==> src/rtl/ddr3_fifo_servicer.sv <==
// Drains write-back and refill-request FIFOs into single-beat DDR3 application commands,
// one command in flight at a time, write-backs first; refill data goes to the read-out FIFO.
module ddr3_fifo_servicer #(
    parameter int ADDR_WIDTH     = 32,
    parameter int DATA_WIDTH     = 128,
    parameter int TIMEOUT_CYCLES = 1023
) (
    input  logic                  clk,
    input  logic                  reset,
    input  logic                  write_fifo_empty,
    input  logic [ADDR_WIDTH-1:0] write_fifo_address,
    input  logic [DATA_WIDTH-1:0] write_fifo_data,
    output logic                  read_from_write_fifo,
    input  logic                  read_in_fifo_empty,
    input  logic [ADDR_WIDTH-1:0] read_in_fifo_address,
    output logic                  read_from_read_in_fifo,
    input  logic                  read_out_fifo_full,
    output logic                  write_into_read_out_fifo,
    output logic [DATA_WIDTH-1:0] read_out_fifo_write_data,
    output logic                  app_cmd_valid,
    output logic                  app_cmd_write,
    output logic [ADDR_WIDTH-1:0] app_addr,
    output logic [DATA_WIDTH-1:0] app_wdata,
    input  logic                  app_ready,
    input  logic                  app_rdata_valid,
    input  logic [DATA_WIDTH-1:0] app_rdata,
    output logic                  busy,
    output logic                  timeout_error
);

    localparam int CNT_WIDTH = $clog2(TIMEOUT_CYCLES + 1);
    localparam logic [CNT_WIDTH-1:0] CNT_MAX = CNT_WIDTH'(TIMEOUT_CYCLES);
    // Lines are 16 bytes, so the low nibble of every command address is cleared.
    localparam logic [ADDR_WIDTH-1:0] LINE_MASK = ~ADDR_WIDTH'(4'hF);

    typedef enum logic [2:0] {
        IDLE,
        WR_CMD,
        RD_CMD,
        RD_WAIT,
        RD_PUSH
    } state_t;

    state_t               state_reg;
    logic [CNT_WIDTH-1:0] timeout_cnt_reg;

    always_ff @(posedge clk or posedge reset) begin
        if (reset) begin
            state_reg                <= IDLE;
            timeout_cnt_reg          <= '0;
            read_from_write_fifo     <= 1'b0;
            read_from_read_in_fifo   <= 1'b0;
            write_into_read_out_fifo <= 1'b0;
            read_out_fifo_write_data <= '0;
            app_cmd_valid            <= 1'b0;
            app_cmd_write            <= 1'b0;
            app_addr                 <= '0;
            app_wdata                <= '0;
            busy                     <= 1'b0;
            timeout_error            <= 1'b0;
        end else begin
            read_from_write_fifo     <= 1'b0;
            read_from_read_in_fifo   <= 1'b0;
            write_into_read_out_fifo <= 1'b0;

            case (state_reg)
                IDLE: begin
                    // Write-backs win so a dirty line reaches memory before its refill.
                    if (!write_fifo_empty) begin
                        app_addr             <= write_fifo_address & LINE_MASK;
                        app_wdata            <= write_fifo_data;
                        app_cmd_write        <= 1'b1;
                        app_cmd_valid        <= 1'b1;
                        read_from_write_fifo <= 1'b1;
                        busy                 <= 1'b1;
                        state_reg            <= WR_CMD;
                    end else if (!read_in_fifo_empty && !read_out_fifo_full) begin
                        app_addr               <= read_in_fifo_address & LINE_MASK;
                        app_wdata              <= '0;
                        app_cmd_write          <= 1'b0;
                        app_cmd_valid          <= 1'b1;
                        read_from_read_in_fifo <= 1'b1;
                        busy                   <= 1'b1;
                        state_reg              <= RD_CMD;
                    end
                end

                WR_CMD: begin
                    if (app_ready) begin
                        app_cmd_valid <= 1'b0;
                        busy          <= 1'b0;
                        state_reg     <= IDLE;
                    end
                end

                RD_CMD: begin
                    if (app_ready) begin
                        app_cmd_valid   <= 1'b0;
                        timeout_cnt_reg <= '0;
                        state_reg       <= RD_WAIT;
                    end
                end

                RD_WAIT: begin
                    if (app_rdata_valid) begin
                        read_out_fifo_write_data <= app_rdata;
                        if (!read_out_fifo_full) begin
                            write_into_read_out_fifo <= 1'b1;
                            busy                     <= 1'b0;
                            state_reg                <= IDLE;
                        end else begin
                            state_reg <= RD_PUSH;
                        end
                    end else if (timeout_cnt_reg >= CNT_MAX) begin
                        // Abandon the refill; the flag stays set until reset.
                        timeout_error <= 1'b1;
                        busy          <= 1'b0;
                        state_reg     <= IDLE;
                    end else begin
                        timeout_cnt_reg <= timeout_cnt_reg + CNT_WIDTH'(1);
                    end
                end

                RD_PUSH: begin
                    if (!read_out_fifo_full) begin
                        write_into_read_out_fifo <= 1'b1;
                        busy                     <= 1'b0;
                        state_reg                <= IDLE;
                    end
                end

                default: begin
                    app_cmd_valid <= 1'b0;
                    busy          <= 1'b0;
                    state_reg     <= IDLE;
                end
            endcase
        end
    end

endmodule

==> config.mk <==
export PLATFORM = sky130hd
export DESIGN_NAME = ddr3_fifo_servicer
export DESIGN_NICKNAME = d
export VERILOG_FILES = /design/src/rtl/ddr3_fifo_servicer.sv
export SDC_FILE = /design/constraint.sdc
export NUM_CORES = 1
export LEC_CHECK = 0
export ABC_AREA = 1
export CORE_AREA = 4 4 242 244
export DETAILED_ROUTE_END_ITERATION = 10
export DIE_AREA = 0 0 246 248
export DONT_BUFFER_PORTS = 1
export PLACE_DENSITY = 0.45
export SLEW_MARGIN = 20
export SYNTH_ARGS = -nofsm -noshare
export SYNTH_HDL_FRONTEND = slang
export SYNTH_SLANG_ARGS = --single-unit
==> constraint.sdc <==
create_clock -name clk -period 10.5 [get_ports clk]
set_input_delay 1.05 -clock clk [delete_from_list [all_inputs] [get_ports clk]]
set_output_delay 1.05 -clock clk [all_outputs]
set_load 0.05 [all_outputs]
* Word-level counts from Yosys, hierarchy flattened *
Cells that the tools add are included.

storage, ports and cells
  flip-flop bits (word level) = 308
  word-level logic and storage cells = 79

operators by class
  $add $sub $neg = 1
  $lt $le $gt $ge = 1
  equality and inequality tests = 13
  mux-type cells = 35
  bitwise gates (word level) = 3
  reductions and logical operators = 14

operators with widths
  operator                                                    number
  2-to-1 mux 128 bit                                          2
  2-to-1 mux 32 bit                                           2
  2-to-1 mux 10 bit                                           3
  2-to-1 mux 3 bit                                            8
  case mux 10 bit (2 select lines)                            1
  2-to-1 mux 1 bit                                            15
  case mux 3 bit (5 select lines)                             1
  adder 10 x 1 -> 10 bit (second input constant)              1
  greater-or-equal comparator 10 bit (second input constant)  1
  inequality test 2 bit (second input constant)               5
  AND reduction 4 bit                                         2
  == test 3 x 2 -> 1 bit (second input constant)              2
  inequality test 3 bit (second input constant)               2
  AND reduction 3 bit                                         2
  case mux 1 bit (5 select lines)                             1
  AND reduction 5 bit                                         1
  inequality test 2 x 1 -> 1 bit (second input constant)      2
  AND reduction 2 bit                                         2
  OR reduction 2 bit                                          2
  == test 3 x 1 -> 1 bit (second input constant)              1
  == test 3 bit (second input constant)                       1
  logical NOT 3 bit                                           1
  inverter 1 bit                                              3
  case mux 1 bit (3 select lines)                             1
  4 further kinds                                             5

* Longest topological paths before layout *
  depth in word-level cells = 5
  mapped depth = 10
  depth with buffers taken out = 9

* Worst setup path before layout *
No wires, ideal clock.

  path kind = input port to flip-flop
  start = in write_fifo_empty
  end = reg app_wdata[100]
  setup time = 0.067 ns
  arrival time = 1.970 ns
  required time = 10.433 ns
  path slack = 8.463 ns
  cell stages on the path = 6
  buffers on the path = 3
  cell sequence = clkbuf_1 inv_1 o21ai_2 buf_2 buf_2 a22o_1

on the way
  cells in the longest elaborated chain, start to end = 2
  elaborated cells between the ends (all ways) = 3
  those cells by class = eq/ne (1); mux (1); reduce/logical (1)

RTL lines
  item                                             line  text
  start: declaration                               10    input logic write_fifo_empty,
  inequality test 2 x 1 -> 1 bit (no source line)  --
  AND reduction 2 bit (no source line)             --
  end signal: assignment                           71    app_wdata <= write_fifo_data;
  end: declaration                                 23    output logic [DATA_WIDTH-1:0] app_wdata,

Parallel ways exist; a longest one is shown, timed or not.
A chain may end at the register's enable or synchronous reset.

* Final worst setup path *
  start = in write_fifo_empty
  end = reg app_wdata[77]

The elaborated chain is that of the path after synthesis.

==> impl_metrics.ini <==
[global_routing]
grt_pass1_vias = 6937
overflow = 0
grtUsageTotal = 0.0986
antenna_found_initial = 4
grt_first_pass_wirelength_um = 45800
grt_max_degree = 114

[worst_hold_path]
hold_class = input port to asynchronous set/reset pin

[cts]
clk_pin_slew_ns = 0.06
cts_buffer_depth = 3
clock_latency_ns = 0.52
cts_root_buf = clkbuf_16
cts_sinks = 304
cts_tree = yes
cts_hold_buf = 0
cts_repair_resize_count = 0
cts_buffers = 34
cts_max_level = 2
cts_setup_buffers = 0

[timing]
slew_headroom = 0.287
worst_slew_pin_slew_ns = 1.07
fin_crit_ns = 2.83
finalSetupViolations = 0
fmax_ghz = 0.354
tns_ns = 0
fin_crit_sh = 0.269
hold_viol = 0
skew_ns = 0.0124
grt_setup_unrepaired = false
finalMaxSlewViolations = 0

[synth]
synth_top_family_by_area = multiplexers
synth_warnings = 0
synth_xor_area_frac = 0.00150
synth_compound_area_frac = 0.120
synth_fa_ha_area_frac = 0.00107
synth_cell_types = 32
synth_top_area_frac = 0.651
synth-simple-area-share = 0.0436
synthCells = 838
synth-seq-cells = 304
synthMuxAreaShare = 0.147
synth.area.top_cells = dfrtp_1 65%, mux2_1 11%, a22o_1 9.6%
syn_area_per_cell_um2 = 13.9
netlist_area_mm2 = 0.0117
synth_area_leader_cell = dfrtp_1
ys_seq_area_frac = 0.651

[setup_path]
crit_path_end_kind = flop
cp_max_fo = 99
arrival_ns = 3.28
reg2reg_slack_ns = 7.68
required_ns = 10.95
crit_type = input port to flop
critPathLaunchType = input port

[floorplan]
row_count = 87
coreArea_mm2 = 0.0563
io_pins = 622
die_y_um = 248
die_area_mm2 = 0.0610
initial_utilization = 0.208
die_w_um = 246

[cells_and_area]
finalNonFillerCells = 1610
largest_registers = app_wdata (128), read_out_fifo_write_data (128), app_addr (28)
final_common_cell = dfrtp_1
area_growth_pct = 16.2
final_nets = 1155
final_util = 0.241
most-common-layout-cells = 304 x dfrtp_1, 128 x a22o_1, 110 x mux2_1
layout-drive-gt1-share = 0.118

[run_status]
status = finished clean

[detailed_routing]
first_iter_violations = 286
ant_nets = 0
via_per_inst = 4.14
via_count = 6669
firstDrtPassIters = 4
finalWirelength_um = 33100
wl_per_cell_um = 20.6
drc = 0

[placed_design]
hpwl_um = 24500
routabilityCongestion = 0.722
port_buffers = 0
dp.cells = 1547

[run]
maxCapViolCount = 0
==> metrics by stage <==
step	setup WS [ns]	cell area, µm²	hold WS, ns
floorplan	1.05	11700	0.486
detailed placement	7.04	12400	0.518
finish	7.67	13600	0.458
global placement	7.04	12400	0.507
CTS	7.60	13600	0.530
global route	7.33	13600	0.514
==> worst paths after layout <==
check / start / endpoint / cells after the start
max: write_fifo_empty / app_wdata[77] / 5
min: reset / read_out_fifo_write_data[78] / 1
max reg2reg: state_reg[1] / app_wdata[77] / 7
min reg2reg: timeout_cnt_reg[1] / timeout_cnt_reg[1] / 2
max in group asynchronous: reset / app_addr[22] / 3
min in group clk: timeout_cnt_reg[1] / timeout_cnt_reg[1] / 2
==> worst max-delay path, stage by stage <==
cell and delay [ns]:
inv_1 0.05, o21ai_4 0.29, buf_4 0.64, buf_4 0.84, a22o_1 0.26
==> Yosys cell counts <==
master and n:
a21oi_1 1, a22o_1 128, a31o_2 1, buf_1 1, buf_2 43, buf_4 7
buf_6 2, buf_8 1, clkbuf_1 4, conb_1 1, dfrtp_1 304, ha_1 1
inv_1 20, inv_2 2, mux2_1 110, mux2_2 18, mux2i_1 28, nand2_1 72
nand2_2 6, nand3_1 11, nand3_2 1, nand4_1 6, nor2_1 17, nor2_2 3
nor3_1 2, o21ai_0 32, o21ai_1 3, o21ai_2 6, o21ai_4 1, o21bai_1 3
or2_2 1, xor2_1 2
==> layout make-up <==
class,count,area (µm²)
flip-flops and latches,304,7610
well taps,756,946
multi-input cells,457,3700
repair buffers,8,60.1
inverters,22,90.1
diodes,3,7.51
fillers,5910,42700
clock inverters,9,155
clock buffers,51,1010
==> kinds of logic (layout without fill, tap and decap cells) <==
logic type      count (synthesis)  count (layout)
other cells                     1               7
fa+ha+maj                       1               1
buf+inv                        80              90
mux                           156             156
flops                         304             304
compound gates                175             175
simple gates                  119             119
xor+xnor                        2               2
==> per-layer routing <==
| metal | global-route usage | routed length (µm) |
|---|---|---|
| met1 | 0.102 | 11200 |
| met2 | 0.180 | 17400 |
| met3 | 0.0449 | 3820 |
| met4 | 0.0289 | 708 |
| met5 | 0 | 0 |
Power is left out: the tool's default activity adds up to more than one toggle a clock period on the data nets, which glitch-free logic cannot reach.
